## src/rtl/pipelined_barrel_shifter.sv

```systemverilog
// Pipelined multi-mode barrel shifter (ROL/ROR/SLL/SRL/SRA) with valid/ready and sideband tag.
// Latency NSEG cycles; bubbles collapse under stall. `SHIFTER_ZERO_FLAG_EN adds out_zero_o.
module pipelined_barrel_shifter #(
    parameter int DW          = 8,
    parameter int MAX_SHIFT   = DW - 1,
    parameter int LVL_PER_REG = 1,
    parameter int TAG_W       = 4,
    localparam int LVLS       = $clog2(MAX_SHIFT + 1),
    localparam int NSEG       = (LVLS + LVL_PER_REG - 1) / LVL_PER_REG
) (
    input  logic             clk,
    input  logic             rst,
    input  logic             in_valid_i,
    output logic             in_ready_o,
    input  logic [DW-1:0]    in_data_i,
    input  logic [LVLS-1:0]  in_amt_i,
    input  logic [2:0]       in_mode_i,
    input  logic [TAG_W-1:0] in_tag_i,
    output logic             out_valid_o,
    input  logic             out_ready_i,
    output logic [DW-1:0]    out_data_o,
    output logic [TAG_W-1:0] out_tag_o
`ifdef SHIFTER_ZERO_FLAG_EN
    ,
    output logic             out_zero_o
`endif
);

    localparam logic [2:0] M_ROL = 3'b000;
    localparam logic [2:0] M_ROR = 3'b001;
    localparam logic [2:0] M_SLL = 3'b010;
    localparam logic [2:0] M_SRL = 3'b011;
    localparam logic [2:0] M_SRA = 3'b100;

    if (MAX_SHIFT >= DW || MAX_SHIFT < 1 || LVL_PER_REG < 1) begin : g_bad_cfg
        $fatal(1, "pipelined_barrel_shifter: illegal MAX_SHIFT/LVL_PER_REG for DW");
    end

    function automatic logic [DW-1:0] shift_lvl(input logic [DW-1:0] d, input int sh,
                                                 input logic [2:0] mode, input logic sign);
        logic [2*DW-1:0] wide;
        logic [DW-1:0]   r;
        wide = '0;
        r    = d;
        case (mode)
            M_ROL: begin wide = {d, d} << sh; r = wide[2*DW-1:DW]; end
            M_ROR: begin wide = {d, d} >> sh; r = wide[DW-1:0];    end
            M_SLL: r = d << sh;
            M_SRL: r = d >> sh;
            // Fill comes from the original operand's MSB, carried alongside the partial result.
            M_SRA: begin wide = {{DW{sign}}, d} >> sh; r = wide[DW-1:0]; end
            default: r = d;
        endcase
        return r;
    endfunction

    logic             vld_q  [NSEG];
    logic             vld_d  [NSEG];
    logic [DW-1:0]    data_q [NSEG];
    logic [DW-1:0]    data_d [NSEG];
    logic [LVLS-1:0]  amt_q  [NSEG];
    logic [LVLS-1:0]  amt_d  [NSEG];
    logic [2:0]       mode_q [NSEG];
    logic [2:0]       mode_d [NSEG];
    logic [TAG_W-1:0] tag_q  [NSEG];
    logic [TAG_W-1:0] tag_d  [NSEG];
    logic             sign_q [NSEG];
    logic             sign_d [NSEG];

    logic             en       [NSEG];
    logic             src_vld  [NSEG];
    logic [DW-1:0]    src_data [NSEG];
    logic [LVLS-1:0]  src_amt  [NSEG];
    logic [2:0]       src_mode [NSEG];
    logic [TAG_W-1:0] src_tag  [NSEG];
    logic             src_sign [NSEG];

    // A segment can load when it or any register downstream of it has a free slot.
    always_comb begin
        for (int k = 0; k < NSEG; k++) begin
            en[k] = out_ready_i;
            for (int j = k; j < NSEG; j++) begin
                en[k] = en[k] || !vld_q[j];
            end
        end
    end

    assign in_ready_o = !rst && en[0];

    for (genvar k = 0; k < NSEG; k++) begin : g_src
        if (k == 0) begin : g_first
            assign src_vld[k]  = in_valid_i && in_ready_o;
            assign src_data[k] = in_data_i;
            assign src_amt[k]  = in_amt_i;
            assign src_mode[k] = in_mode_i;
            assign src_tag[k]  = in_tag_i;
            assign src_sign[k] = in_data_i[DW-1];
        end else begin : g_next
            assign src_vld[k]  = vld_q[k-1];
            assign src_data[k] = data_q[k-1];
            assign src_amt[k]  = amt_q[k-1];
            assign src_mode[k] = mode_q[k-1];
            assign src_tag[k]  = tag_q[k-1];
            assign src_sign[k] = sign_q[k-1];
        end
    end

    always_comb begin
        logic [DW-1:0] d;
        d = '0;
        for (int k = 0; k < NSEG; k++) begin
            vld_d[k]  = vld_q[k];
            data_d[k] = data_q[k];
            amt_d[k]  = amt_q[k];
            mode_d[k] = mode_q[k];
            tag_d[k]  = tag_q[k];
            sign_d[k] = sign_q[k];
            if (en[k]) begin
                vld_d[k] = src_vld[k];
                // Payload only moves with a valid op, so idle registers keep their last value.
                if (src_vld[k]) begin
                    d = src_data[k];
                    for (int s = 0; s < LVLS; s++) begin
                        if ((s / LVL_PER_REG) == k && src_amt[k][s]) begin
                            d = shift_lvl(d, 1 << s, src_mode[k], src_sign[k]);
                        end
                    end
                    data_d[k] = d;
                    amt_d[k]  = src_amt[k];
                    mode_d[k] = src_mode[k];
                    tag_d[k]  = src_tag[k];
                    sign_d[k] = src_sign[k];
                end
            end
        end
    end

    always_ff @(posedge clk) begin
        for (int k = 0; k < NSEG; k++) begin
            if (rst) begin
                vld_q[k]  <= 1'b0;
                data_q[k] <= '0;
                amt_q[k]  <= '0;
                mode_q[k] <= '0;
                tag_q[k]  <= '0;
                sign_q[k] <= 1'b0;
            end else begin
                vld_q[k]  <= vld_d[k];
                data_q[k] <= data_d[k];
                amt_q[k]  <= amt_d[k];
                mode_q[k] <= mode_d[k];
                tag_q[k]  <= tag_d[k];
                sign_q[k] <= sign_d[k];
            end
        end
    end

    assign out_valid_o = vld_q[NSEG-1];
    assign out_data_o  = data_q[NSEG-1];
    assign out_tag_o   = tag_q[NSEG-1];

`ifdef SHIFTER_ZERO_FLAG_EN
    logic zero_q;
    logic zero_d;

    always_comb begin
        zero_d = zero_q;
        if (en[NSEG-1] && src_vld[NSEG-1]) begin
            zero_d = (data_d[NSEG-1] == '0);
        end
    end

    always_ff @(posedge clk) begin
        if (rst) begin
            zero_q <= 1'b0;
        end else begin
            zero_q <= zero_d;
        end
    end

    assign out_zero_o = zero_q;
`endif

endmodule

```

## config.mk

```make
export PLATFORM = sky130hd
export DESIGN_NAME = pipelined_barrel_shifter
export DESIGN_NICKNAME = d
export VERILOG_FILES = /design/src/rtl/pipelined_barrel_shifter.sv
export SDC_FILE = /design/constraint.sdc
export NUM_CORES = 1
export LEC_CHECK = 0
export ABC_AREA = 1
export CAP_MARGIN = 20
export CORE_ASPECT_RATIO = 1.5
export CORE_UTILIZATION = 45
export CTS_CLUSTER_DIAMETER = 30
export DETAILED_ROUTE_END_ITERATION = 12
export GPL_ROUTABILITY_DRIVEN = 0
export PLACE_DENSITY = 0.81
export SETUP_SLACK_MARGIN = 0.3
export SKIP_CTS_REPAIR_TIMING = 1
export SYNTH_ARGS = -nofsm -noshare
export SYNTH_HDL_FRONTEND = slang
export SYNTH_SLANG_ARGS = --single-unit
```

## constraint.sdc

```tcl
create_clock -name clk -period 1.05 [get_ports clk]
set_input_delay 0.21 -clock clk [delete_from_list [all_inputs] [get_ports clk]]
set_output_delay 0.21 -clock clk [all_outputs]
set_load 0.02 [all_outputs]
```

==> impl_metrics.json, run 1 <==
{
  "status": "finished with violations",
  "violations": "negative setup slack",
  "worstSkewPairLatency_ns": 0.31,
  "syn_area_um2": 2430,
  "yosysTopAreaCell": "dfxtp_1",
  "core_area_um2": 5160,
  "antenna_cells": 0,
  "cts-root-buf": "clkbuf_8",
  "post-route-drc-count": 0,
  "nNetsFinal": 464,
  "fin_util": 0.740,
  "dp_hpwl_um": 4140,
  "final_max_slew_viol_count": 0,
  "p_comb_frac": 0.220,
  "synthCells": 360,
  "grt_pass1_wl_um": 9490,
  "firstDrtPassIters": 4,
  "timing_hold_violations_final": 0,
  "clock_sinks": 50,
  "p_per_area_nw_per_um2": 1180,
  "synth_warnings": 0,
  "cts_buffers": 5,
  "cts_max_level": 2,
  "peakVddDrop_mv": 0.811,
  "setup_violations": 49,
  "synth_seq_cells": 50,
  "clkPwrFrac": 0.311,
  "ant_nets": 0,
  "fmax_mhz": 721,
  "crit_path_end_kind": "output pin",
  "track_usage": 0.220,
  "worstPathMaxFanout": 3,
  "seq_power_share": 0.470,
  "slew_headroom": 0.789,
  "p_int_w": 0.00318,
  "fp.dieW_um": 62.0,
  "grt_remaining_overflow": 0,
  "tritoncts": "done",
  "synth_seq_area_share": 0.412,
  "crit_path_start_kind": "flip-flop",
  "synthTopCellsByCount": "nand2_1 (78), dfxtp_1 (50), nor2_1 (44)",
  "finClkSkew_ns": 0.00837,
  "clkTransAtPathRegs_ns": 0.09,
  "tightest_slew_ns": 0.317,
  "leakage_nw": 1.71,
  "multiInputGateArea_um2": 1540,
  "final-seq-area_um2": 1030,
  "dieArea_um2": 5710,
  "yosysUniqueCellTypes": 22,
  "avgRoutedWirePerCell_um": 14.4,
  "grt_max_degree": 31,
  "syn_to_final_growth_pct": 57.1,
  "portBuffers": 35,
  "syn_area_per_cell_um2": 6.75,
  "synth_top_area_share": 0.412,
  "die_y_um": 92.0,
  "critPathMaxStageDelay_ns": 0.36,
  "period_share": 1.32,
  "fillers": 339,
  "rsz0062_at_grt": "yes",
  "worstSetupPathType": "reg2out",
  "cp_slowest_cell": "dfxtp_1",
  "hold-worst-slack_ns": 0.318,
  "antenna_found_initial": 0,
  "io_pins": 36,
  "timing.final.ws_setup_ns": -0.337,
  "max_cap_viol_count": 0,
  "worst_ep_arrival_time_ns": 1.18,
  "vias_per_cell": 5.30,
  "ys.flop_type": "dfxtp_1",
  "hold_class": "in2reg",
  "cp.required_ns": 0.84,
  "syn_nets": 382,
  "switching_share": 0.297,
  "num_vias": 2709,
  "power_switching_w": 0.00134,
  "final_layout_size_suffix_gt1_frac": 0.406,
  "synthArstFlopShare": 0,
  "grt_pass1_vias": 2321,
  "drt-total-wl_um": 7340,
  "num_rows": 32,
  "synth.most_common_cell": "nand2_1",
  "synth_area_leaders": "dfxtp_1 (41%), nand2_1 (12%), nand3_1 (7.4%)",
  "synth_edf_count": 0,
  "crit_chain": "nand4_1, nand2_1, inv_2, buf_6",
  "ctsLongestPathBuffers": 2,
  "min_period_ns": 1.39,
  "start_util": 0.471,
  "dr.first_iter.drc_count": 134
}
-- per-layer routing --
| layer | wire (um) | track usage | vias to the layer above |
|---|---|---|---|
| met5 | 0 | 0 | - |
| li1 | - | - | 1336 |
| met1 | 2550 | 0.226 | 1248 |
| met2 | 4190 | 0.394 | 89 |
| met3 | 241 | 0.0451 | 36 |
| met4 | 363 | 0.111 | 0 |
-- worst paths after layout --
| kind | from | endpoint | slack, ns | cells after the start |
|---|---|---|---|---|
| worst min-delay path | out_ready_i | vld_q[0]$_SDFFE_PP0P_ | 0.32 | 4 |
| worst min register to register | tag_q[0][1]$_SDFFE_PP0P_ | tag_q[0][1]$_SDFFE_PP0P_ | 0.47 | 2 |
| worst max-delay path | vld_q[0]$_SDFFE_PP0P_ | in_ready_o | -0.34 | 4 |
| worst max register to register | vld_q[2]$_SDFFE_PP0N_ | tag_q[1][3]$_SDFFE_PP0P_ | -0.28 | 9 |
-- sequential cells by signal, summed over array words and instances (netlist names) --
register  cells
vld_q         3
mode_q        6
amt_q         3
sign_q        2
tag_q        12
data_q       24
-- final cells by class --
cell class | instances | share of cell area
Clock inverter | 3 | 0.0115
Tap cell | 68 | 0.0223
Clock buffer | 5 | 0.0180
Timing Repair Buffer | 86 | 0.221
Sequential cell | 50 | 0.270
Inverter | 43 | 0.0508
Multi-Input combinational cell | 255 | 0.402
Timing Repair inverter | 1 | 0.00426
-- cell families (layout without fill, tap and decap cells) --
logic type | count (synthesis) | count (layout) | synth area share
simple gates | 168 | 170 | 0.296
buf+inv | 57 | 138 | 0.107
compound gates | 85 | 85 | 0.186
flops | 50 | 50 | 0.412
-- critical path: cells and delay by family, from the launching register on --
| kind | cells | cell delay (ns) |
|---|---|---|
| flops | 1 | 0.36 |
| buf+inv | 2 | 0.16 |
| simple gates | 2 | 0.34 |
-- layout by cell type, fill, tap and decap left out, types with 9 or more instances in the layout --
cell type         n
nand3_1          34
a21oi_2          18
nor2_1           30
a21oi_1          17
nor2_4            9
buf_4            34
buf_6            28
dfxtp_1          31
inv_1            32
o21ai_2          18
dfxtp_2          16
clkdlybuf4s50_1  18
o21ai_0          10
nand2_1          71
o21ai_1          15
-- metrics by stage --
stage	cells	setup slack (ns)	area (um2)	total power, W	TNS, ns
4_1_cts	492	-0.736	3210	0.00423	-14.64
2_1_floorplan	360	0.0281	2510	0.00258	0
3_3_place_gp	484	-0.713	3090	0.00286	-24.36
3_5_place_dp	484	-0.724	3090	0.00288	-25.45
6_report	511	-0.337	3820	0.00452	-8.21
5_1_grt	511	-0.378	3820	0.00470	-10.58
-- power by group through the flow --
stage	Clock, W	Combinational [W]	Sequential (W)
finish	0.00140	0.000991	0.00212
global route	0.00148	0.00108	0.00214
CTS	0.00140	0.000753	0.00209
detailed placement	0	0.000747	0.00213
global placement	0	0.000733	0.00212
floorplan	0	0.000451	0.00213
(Power assumes the default switching activity.)
==> inputs of run 2 (changes only) <==
Settings changed: CTS_BUF_LIST from default to sky130_fd_sc_hd__clkbuf_4 sky130_fd_sc_hd__clkbuf_8.
==> results of run 2 <==
Final layout, timing and power as in run 1 (identical DEF).
==> inputs of run 3 (changes only) <==
--- a/config.mk
+++ b/config.mk
@@ -18,2 +18,3 @@
 export SKIP_CTS_REPAIR_TIMING = 1
+export SLEW_MARGIN = 20
 export SYNTH_ARGS = -nofsm -noshare
--- a/constraint.sdc
+++ b/constraint.sdc
@@ -3,2 +3,2 @@
 set_output_delay 0.21 -clock clk [all_outputs]
-set_load 0.02 [all_outputs]
+set_load 0.005 [all_outputs]
==> impl_metrics.json, run 3 (synthesis gave the netlist of run 1 again) <==
{
  "status": "finished with violations",
  "violations": "negative setup slack",
  "dr.first_iter.drc_count": 165,
  "start_util": 0.471,
  "cts_max_level": 2,
  "fmax_mhz": 765,
  "tritoncts": "done",
  "num_vias": 2672,
  "largest_register_ff_count": 24,
  "max_cap_viol_count": 0,
  "vias_per_cell": 5.32,
  "period_share": 1.25,
  "p_per_area_nw_per_um2": 1210,
  "final_cell_mix": "nand2_1 (68), nor2_1 (38), nand3_1 (31)",
  "cp.required_ns": 1.27,
  "grt_remaining_overflow": 0,
  "cts-root-buf": "clkbuf_8",
  "grt_pass1_wl_um": 9090,
  "rsz0062_at_grt": "yes",
  "portBuffers": 35,
  "crit_chain": "nand4_1, buf_4, nand3_4, buf_12, o21ai_2, a21oi_1",
  "reg_top3": "data_q (24), tag_q (12), mode_q (6)",
  "min_period_ns": 1.31,
  "antenna_found_initial": 0,
  "firstDrtPassIters": 4,
  "ctsLongestPathBuffers": 2,
  "setup_violations": 46,
  "ant_nets": 0,
  "dieArea_um2": 5710,
  "peakVddDrop_mv": 0.787,
  "worstSetupPathType": "reg2reg",
  "crit_path_start_kind": "flip-flop",
  "tightest_slew_ns": 0.491,
  "core_area_um2": 5160,
  "top_layer_used": "met4",
  "wl_met2_um": 4100,
  "final_max_slew_viol_count": 0,
  "grt_pass1_vias": 2286,
  "worst_ep_arrival_time_ns": 1.52,
  "critPathMaxStageDelay_ns": 0.34,
  "regToRegSetupSlack_ns": -0.26,
  "dpl_worst_slack_ns": -0.589,
  "syn_to_final_growth_pct": 50.7,
  "final_common_cell": "nand2_1",
  "timing.final.ws_setup_ns": -0.258,
  "worstSkewPairLatency_ns": 0.30,
  "hold_class": "in2reg",
  "slew_headroom": 0.673,
  "track_usage": 0.208,
  "cp_slowest_cell": "dfxtp_2",
  "dp_hpwl_um": 4020,
  "fillers": 348,
  "io_pins": 36,
  "nNetsFinal": 456,
  "cts_buffers": 5,
  "fp.dieW_um": 62.0,
  "num_rows": 32,
  "setup_tns_ns": -6.07,
  "antenna_cells": 0,
  "crit_path_end_kind": "flip-flop",
  "timing_hold_violations_final": 0,
  "regMostFlops": "data_q",
  "final_layout_size_suffix_gt1_frac": 0.378,
  "die_y_um": 92.0,
  "worstPathMaxFanout": 7,
  "leakage_nw": 1.65,
  "avgRoutedWirePerCell_um": 14.4,
  "m1WireLength_um": 2620,
  "drt-total-wl_um": 7250,
  "clkTransAtPathRegs_ns": 0.09,
  "post-route-drc-count": 0,
  "grt_max_degree": 44,
  "wl_met3_um": 247,
  "finClkSkew_ns": 0.00884,
  "clock_sinks": 50
}
[run 3: power breakdown]
| part | internal [W] | switching (W) | total, W |
|---|---|---|---|
| sequential | 0.00200 | 0.000108 | 0.00211 |
| clock | 0.000763 | 0.000622 | 0.00139 |
| combinational | 0.000426 | 0.000515 | 0.000940 |
| total | 0.00319 | 0.00125 | 0.00444 |
[run 3: worst max-delay path: cells and delay by family, from the launching register on]
family / cells / cell delay (ns)
buf+inv: 2 / 0.35
compound gates: 2 / 0.22
simple gates: 2 / 0.30
flops: 1 / 0.34
[run 3: layout make-up]
cell class / count / area (um2) / area share
clock buffer: 6 / 82.6 / 0.0225
clock inverter: 1 / 30.0 / 0.00819
inverter: 43 / 184 / 0.0502
multi-input combinational: 257 / 1500 / 0.409
sequential: 50 / 1040 / 0.283
tap: 68 / 85.1 / 0.0232
timing repair buffer: 76 / 738 / 0.201
timing repair inverter: 1 / 8.76 / 0.00239
[run 3: per-stage QoR]
step	utilization	power (W)	instance area, um2	hold WS [ns]	std cells
4_1_cts	0.632	0.00422	3260	0.445	490
2_1_floorplan	-	0.00257	2540	0.320	360
5_1_grt	0.710	0.00461	3660	0.338	502
3_3_place_gp	0.610	0.00285	3150	0.450	483
3_5_place_dp	0.610	0.00287	3150	0.454	483
6_report	0.710	0.00444	3660	0.337	502
[run 3: final timing paths]
check / cells after the start / from / to
worst max-delay path: 6 / vld_q[2]$_SDFFE_PP0N_ / amt_q[0][1]$_SDFFE_PP0P_
worst min-delay path: 3 / rst / vld_q[1]$_SDFFE_PP0N_
worst max register to register: 6 / vld_q[2]$_SDFFE_PP0N_ / amt_q[0][1]$_SDFFE_PP0P_
worst min register to register: 2 / tag_q[2][1]$_SDFFE_PP0P_ / tag_q[2][1]$_SDFFE_PP0P_
[run 3: layer usage]
metal | vias to the layer above | track usage
met5 | - | 0
met4 | 0 | 0.0963
met3 | 26 | 0.0353
met2 | 81 | 0.385
met1 | 1248 | 0.209
li1 | 1317 | -
